==> config.mk <==
export PLATFORM = sky130hd
export DESIGN_NAME = sel_ctrl
export DESIGN_NICKNAME = d
export VERILOG_FILES = /design/src/rtl/dp2_pkg.sv /design/src/rtl/btn_debounce.sv /design/src/rtl/sel_ctrl.sv
export SDC_FILE = /design/constraint.sdc
export NUM_CORES = 1
export LEC_CHECK = 0
export BUFFER_PORTS_ARGS = -buffer_cell sky130_fd_sc_hd__buf_2
export CORE_ASPECT_RATIO = 1.75
export CORE_MARGIN = 4
export CORE_UTILIZATION = 25
export CTS_BUF_LIST = sky130_fd_sc_hd__clkbuf_4 sky130_fd_sc_hd__clkbuf_8
export CTS_CLUSTER_SIZE = 8
export DETAILED_ROUTE_END_ITERATION = 16
export SKIP_LAST_GASP = 1
export SLEW_MARGIN = 20
export SYNTH_ARGS = -nofsm -noshare
export SYNTH_HDL_FRONTEND = slang
export SYNTH_SLANG_ARGS = --single-unit
==> constraint.sdc <==
create_clock -name clk -period 3.55 [get_ports clk]
set_input_delay 0 -clock clk [delete_from_list [all_inputs] [get_ports clk]]
set_output_delay 0 -clock clk [all_outputs]
set_load 0.01 [all_outputs]
==> src/rtl/dp2_pkg.sv <==
// dp2_pkg: shared debounce state encoding and default timing parameters
package dp2_pkg;
  localparam int unsigned DB_CYCLES_DEF = 16;
  localparam int unsigned SCAN_DIV_DEF = 8;
  typedef enum logic [1:0] {
    IDLE        = 2'd0,
    ARM_PRESS   = 2'd1,
    HELD        = 2'd2,
    ARM_RELEASE = 2'd3
  } db_state_e;
endpackage

==> src/rtl/btn_debounce.sv <==
// btn_debounce: synchronizes a bouncy button and accepts level changes after DB_CYCLES stable cycles
module btn_debounce
  import dp2_pkg::*;
#(
  parameter int unsigned DB_CYCLES = DB_CYCLES_DEF
) (
  input  logic clk,
  input  logic reset,
  input  logic btn,
  output logic btn_db,
  output logic press
);
  localparam int CW = $clog2(DB_CYCLES) + 1;
  localparam logic [CW-1:0] LAST = CW'(DB_CYCLES - 1);
  logic sync1_q, sync2_q;
  db_state_e state_q, state_d;
  logic [CW-1:0] cnt_q, cnt_d;
  logic press_q, press_d;
  // two-flop synchronizer on the raw button
  always_ff @(posedge clk or posedge reset)
    if (reset) {sync1_q, sync2_q} <= 2'b00;
    else {sync1_q, sync2_q} <= {btn, sync1_q};
  // debounce state, shared counter and registered press pulse
  always_ff @(posedge clk or posedge reset)
    if (reset) begin
      state_q <= IDLE;
      cnt_q   <= '0;
      press_q <= 1'b0;
    end else begin
      state_q <= state_d;
      cnt_q   <= cnt_d;
      press_q <= press_d;
    end
  // counts up while arming a press, down while arming a release
  always_comb begin
    state_d = state_q;
    cnt_d   = cnt_q;
    press_d = 1'b0;
    case (state_q)
      IDLE:
        if (sync2_q) begin
          state_d = ARM_PRESS;
          cnt_d   = '0;
        end
      ARM_PRESS:
        if (!sync2_q) begin
          state_d = IDLE;
          cnt_d   = '0;
        end else if (cnt_q == LAST) begin
          state_d = HELD;
          cnt_d   = '0;
          press_d = 1'b1;
        end else cnt_d = cnt_q + 1'b1;
      HELD:
        if (!sync2_q) begin
          state_d = ARM_RELEASE;
          cnt_d   = LAST;
        end
      ARM_RELEASE:
        if (sync2_q) begin
          state_d = HELD;
          cnt_d   = '0;
        end else if (cnt_q == '0) state_d = IDLE;
        else cnt_d = cnt_q - 1'b1;
      default: begin
        state_d = IDLE;
        cnt_d   = '0;
      end
    endcase
  end
  assign btn_db = (state_q == HELD) || (state_q == ARM_RELEASE);
  assign press  = press_q;
endmodule

==> src/rtl/sel_ctrl.sv <==
// sel_ctrl: 2:1 mux select driven by debounced button presses or an automatic scan
module sel_ctrl
  import dp2_pkg::*;
#(
  parameter int unsigned DB_CYCLES = DB_CYCLES_DEF,
  parameter int unsigned SCAN_DIV  = SCAN_DIV_DEF
) (
  input  logic clk,
  input  logic reset,
  input  logic btn,
  input  logic mode,
  output logic s,
  output logic s_toggle,
  output logic press,
  output logic btn_db
);
  localparam int PW = $clog2(SCAN_DIV);
  localparam logic [PW-1:0] PLAST = PW'(SCAN_DIV - 1);
  logic mode1_q, mode2_q, mode_prev_q;
  logic [PW-1:0] psc_q, psc_d;
  logic s_q, s_d, s_toggle_q, s_toggle_d;
  logic mode_chg, wrap;
  btn_debounce #(.DB_CYCLES(DB_CYCLES)) u_db (
    .clk   (clk),
    .reset (reset),
    .btn   (btn),
    .btn_db(btn_db),
    .press (press)
  );
  assign mode_chg = mode2_q ^ mode_prev_q;
  assign wrap     = psc_q == PLAST;
  // the synchronized mode chooses the toggle source; a mode change restarts the scan and holds s
  always_comb begin
    psc_d      = (mode2_q && !mode_chg && !wrap) ? psc_q + 1'b1 : '0;
    s_d        = s_q ^ (mode2_q ? (!mode_chg && wrap) : press);
    s_toggle_d = s_d ^ s_q;
  end
  // mode synchronizer, change detector, prescaler and select register
  always_ff @(posedge clk or posedge reset)
    if (reset) begin
      {mode1_q, mode2_q, mode_prev_q} <= 3'b000;
      psc_q      <= '0;
      s_q        <= 1'b0;
      s_toggle_q <= 1'b0;
    end else begin
      {mode1_q, mode2_q, mode_prev_q} <= {mode, mode1_q, mode2_q};
      psc_q      <= psc_d;
      s_q        <= s_d;
      s_toggle_q <= s_toggle_d;
    end
  assign s        = s_q;
  assign s_toggle = s_toggle_q;
endmodule

; ---- After elaboration in Yosys (flattened, before gate mapping)
; Index checks and enable logic that the tools add are counted.
[totals]
reg_bits = 18
inputBits = 4
output_inout_bits = 4
elab_cells = 56
[classes]
add_sub_neg = 3
eq_ne = 10
n_mux = 19
bitwise_logic = 3
reduce_logical = 10
[op_table]
columns = cell, count
row1 = two-way mux 5 bit, 6
row2 = case mux 5 bit (4 select lines), 1
row3 = two-way mux 2 bit, 6
row4 = case mux 2 bit (4 select lines), 1
row5 = "adder 5 x 1 -> 5 bit, second input constant", 1
row6 = "equality test 5 x 4 -> 1 bit, second input constant", 1
row7 = zero test 5 bit, 1
row8 = "subtractor 5 x 1 -> 5 bit, second input constant", 1
row9 = "equality test 2 bit, second input constant", 2
row10 = two-way mux 1 bit, 4
row11 = AND reduction 4 bit, 1
row12 = "adder 3 x 1 -> 3 bit, second input constant", 1
row13 = "equality test 3 bit, second input constant", 1
row14 = logical AND 1 bit, 3
row15 = two-way mux 3 bit, 1
row16 = "inequality test 3 x 1 -> 1 bit, second input constant", 1
row17 = "inequality test 3 x 2 -> 1 bit, second input constant", 1
row18 = "inequality test 3 bit, second input constant", 1
row19 = AND reduction 3 bit, 1
row20 = XOR 1 bit, 3
row21 = "equality test 2 x 1 -> 1 bit, second input constant", 1
row22 = zero test 1 bit, 2
row23 = zero test 2 bit, 1
row24 = "inequality test 2 x 1 -> 1 bit, second input constant", 1
row25 = 2 further kinds, 2

; ---- Depth between registers and ports, before layout
[depth]
word_depth = 6
mapped_depth = 6
depth_no_buf = 6

; ---- Modules after synthesis
; From an unflattened synthesis, not the netlist that was laid out.
[unflattened]
hier_cells = 95
area_unflattened_um2 = 969.7
[modules_own_cells]
columns = mod, n_inst, cells_each, area_per_inst_um2, seq_area_each_um2
row1 = btn_debounce, 1, 76, 671.9, 250.2
row2 = sel_ctrl, 1, 19, 297.8, 200.2

; ---- Worst setup path after synthesis
; Ideal clock, no wire load.
[synth_timing]
kind = register to register
start = register u_db.cnt_q[0]
end = register u_db.cnt_q[0]
setup_ps = 83
arrival_time_ps = 1441
required_time_ps = 3467
setup_slack_ps = 2026
path_stages_with_launch = 7
n_path_buf = 0
synth_period_minus_slack_ps = 1524
path_cell_list = dfrtp_1 inv_1 ha_1 or4b_4 o221ai_2 o31ai_1 o21ai_0
[synth_between]
elab_chain_len = 4
word_cells_on_any_way = 11
cone_classes = 2 x add/sub / 2 x eq/ne / 5 x mux / 2 x reduce/logical
[synth_rtl]
columns = item, line
row1 = "start, declared", btn_debounce.sv:17  ; logic [CW-1:0] cnt_q, cnt_d;
row2 = "start signal, assigned", btn_debounce.sv:31  ; cnt_q <= cnt_d;
row3 = subtractor 5 x 1 -> 5 bit (tied with other cells), btn_debounce.sv:64  ; else cnt_d = cnt_q - 1'b1;
row4 = "two-way mux 5 bit, on equally long branches", "btn_debounce.sv:63, btn_debounce.sv:49"
row5 = "two-way mux 5 bit, on equally long branches", "btn_debounce.sv:60, btn_debounce.sv:46"
row6 = case mux 5 bit (4 select lines), btn_debounce.sv:39  ; case (state_q)
; Several ways; a longest one is shown, not always the timed one. The select of a mux whose other input is x is not followed.
; A chain may end at the register's enable or synchronous reset.

; ---- Worst setup path after layout
[layout_timing]
start = register u_db.cnt_q[0]
end = register u_db.state_q[0]
[layout_between]
elab_chain_len = 3
word_cells_on_any_way = 5
cone_classes = 3 x eq/ne / 2 x reduce/logical
[layout_rtl]
columns = item, line
row1 = equality test 5 x 4 -> 1 bit or zero test 5 bit (tied branches), "btn_debounce.sv:49, btn_debounce.sv:63"
row2 = inequality test 3 bit (no source line) or inequality test 3 x 1 -> 1 bit (tied branches), -
row3 = AND reduction 4 bit (no source line) (*), -
row4 = "end signal, assigned", btn_debounce.sv:30  ; state_q <= state_d;
row5 = "end, declared", btn_debounce.sv:16  ; db_state_e state_q, state_d;
; Mark *: on every way between the ends. The rest lies on a longest branch, timed or not.

==> results.json <==
{
  "synth_largest_area_cell": "dfrtp_1",
  "max_slew_margin_pct": 55.1,
  "endpoint_kind": "flip-flop",
  "die_width_um": 54.5,
  "cts_root_buf": "clkbuf_8",
  "diodes": 0,
  "leakage_nw": 0.523,
  "cts_buffers": 3,
  "dr_total_vias": 705,
  "io_pins": 8,
  "grt_pass1_wl_um": 3130,
  "rsz0062_at_grt": "no",
  "r2r_setup_slack_ns": 1.82,
  "cp-start-kind": "flip-flop",
  "slew_violations": 0,
  "synth_common_cells": "dfrtp_1, nor2_1, ha_1, inv_1, nand2_1",
  "p_switching_uw": 181,
  "rows": 29,
  "firstDrtPassIters": 4,
  "area_delta_synth_final_pct": 15.9,
  "antenna_found_initial": 0,
  "power_frac_comb_pct": 26.9,
  "synth_nets": 101,
  "fillers": 383,
  "ys_types": 38,
  "seq_area_frac_synth_pct": 47.6,
  "ir_drop_mv": 0.199,
  "whs_ns": 0.349,
  "syn_inst": 91,
  "grt_overflow": 0,
  "power.internal_uw": 399,
  "drive_gt1_share_pct": 16.0,
  "period_needed_ns": 1.73,
  "ys_seq_elements": 18,
  "yosysTopAreaCellShare_pct": 47.6,
  "hold_viol_final": 0,
  "final_core_util_pct": 30.2,
  "htreeDepth": 1,
  "switching_share_pct": 31.2,
  "post_drt_via_cell_ratio": 4.83,
  "grt_pass1_vias": 707,
  "tightest_slew_ns": 0.673,
  "worst_ep_arrival_time_ns": 1.84,
  "status": "completed",
  "post-route-drc-count": 0,
  "synth_edf_count": 0,
  "synth_area_leaders": "dfrtp_1, ha_1, nor2_1",
  "fmax_ghz": 0.578,
  "insertion_delay_ns": 0.25,
  "synth_most_common_cell": "dfrtp_1",
  "start_util_pct": 26.1,
  "crit_path_max_fanout": 6,
  "ys.flop_type": "dfrtp_1",
  "hp-class": "flip-flop to flip-flop",
  "die_h_um": 89.4,
  "cp_data_required_time_ns": 3.66,
  "track_usage_pct": 8.67,
  "seqPwrFrac_pct": 44.8,
  "syn_area_um2": 946,
  "cts_tree": "yes",
  "die_area_um2": 4870,
  "fin_worst_skew_ns": 0.00412,
  "fin_crit_sh_pct": 48.7,
  "routabilityCongestion": 0.924,
  "clock_path_buffers": 2,
  "dp_hpwl_um": 1440,
  "p_per_area_nw_per_um2": 529,
  "fin_setup_tns_ns": 0,
  "synth-async-reset-ratio_pct": 100,
  "p_clk_share_pct": 28.3,
  "wl_per_cell_um": 13.1,
  "io_buffers": 7,
  "coreArea_um2": 3630,
  "initialDrtViolationCount": 18,
  "syn_avg_cell_area_um2": 10.4,
  "worstSetupPathType": "flip-flop to flip-flop",
  "max_cap_violations": 0,
  "clk_pin_slew_ns": 0.07,
  "postRouteAntennaNets": 0,
  "nets": 111,
  "synth_warnings": 0,
  "cts_sinks": 18,
  "grt_max_degree": 19,
  "drt-total-wl_um": 1910,
  "setup_viol": 0
}
sequential cells by signal, indices dropped and copies added (netlist names), named ones only:
| name | count |
|---|---|
| u_db.sync2_q | 1 |
| psc_q | 3 |
| u_db.press | 1 |
| u_db.cnt_q | 5 |
| mode2_q | 1 |
| u_db.sync1_q | 1 |
| u_db.state_q | 1 |
| mode1_q | 1 |
| s_toggle | 1 |
| s | 1 |
| mode_prev_q | 1 |
worst paths after layout:
path                          startpoint              end  cells past startpoint
setup / recovery           u_db.cnt_q[0]  u_db.state_q[0]                      5
hold / removal              u_db.sync1_q     u_db.sync2_q                      0
setup reg to reg           u_db.cnt_q[0]  u_db.state_q[0]                      5
hold reg to reg             u_db.sync1_q     u_db.sync2_q                      0
max in group asynchronous          reset          mode1_q                      3
min in group asynchronous          reset         psc_q[0]                      3
final cells by class:
type / count / area (µm²) / area share (%)
Clock buffer: 4 / 55.1 / 5.02
Inverter: 6 / 22.5 / 2.05
Multi-Input combinational cell: 62 / 445 / 40.6
Sequential cell: 18 / 450 / 41.1
Tap cell: 46 / 57.6 / 5.25
Timing Repair Buffer: 10 / 65.1 / 5.94
power by group through the flow:
stage / logic, mW / registers [mW] / clock network (mW)
2_1_floorplan: 0.136 / 0.245 / 0
3_3_place_gp: 0.146 / 0.260 / 0
3_5_place_dp: 0.153 / 0.261 / 0
4_1_cts: 0.157 / 0.258 / 0.170
5_1_grt: 0.176 / 0.264 / 0.176
6_report: 0.156 / 0.260 / 0.164
critical path, cell delays in order, from the launching register on:
cell	delay, ns
dfrtp_1	0.45
inv_1	0.11
ha_1	0.18
or4b_4	0.51
o21ai_0	0.22
a21boi_0	0.11
metal layers:
layer  routed length (µm)  GRT usage [%]  vias to the layer above
li1                     -              -                      338
met2                 1030           16.1                       18
met4                   72           5.67                        0
met3                   58           1.17                        8
met1                  755           8.35                      341
met5                    0              0                        -
placed cells by master, fill, tap and decap left out, drive strengths merged, types with 2 or more instances in the layout:
master and n:
a21oi 4, and3 2, and3b 2, buf 7, clkbuf 4, dfrtp 18, dlygate4sd3 3, ha 6
inv 6, nand2 5, nand2b 2, nand3b 2, nor2 8, nor3b 2, o21ai 5, o221ai 2
o22ai 2, xnor2 2, xor2 2
through the flow:
step                instances  cell area [µm²]  total power [mW]  setup slack, ns
floorplan                  91              946             0.381             2.03
global placement          139             1010             0.406             1.87
detailed placement        139             1010             0.415             1.86
CTS                       146             1100             0.585             1.84
global route              146             1100             0.616             1.67
finish                    146             1100             0.580             1.82
timing repair:
| item | in CTS | in global routing |
|---|---|---|
| resized for setup | 0 | 0 |
| setup buffers | 0 | 0 |
| hold buffers | 3 | 0 |
| hold endpoints to repair | 20 | 0 |
| setup endpoints to repair | 0 | 0 |
cell families (layout without fill, tap and decap cells):
logic type,Yosys count,in the layout,synth area share (%)
compound gates,20,20,14.3
xor+xnor,4,4,3.70
fa+ha+maj,6,6,7.94
buf+inv,11,20,5.29
flops,18,18,47.6
mux,1,1,1.06
simple gates,31,31,20.1
(Power assumes the default switching activity.)
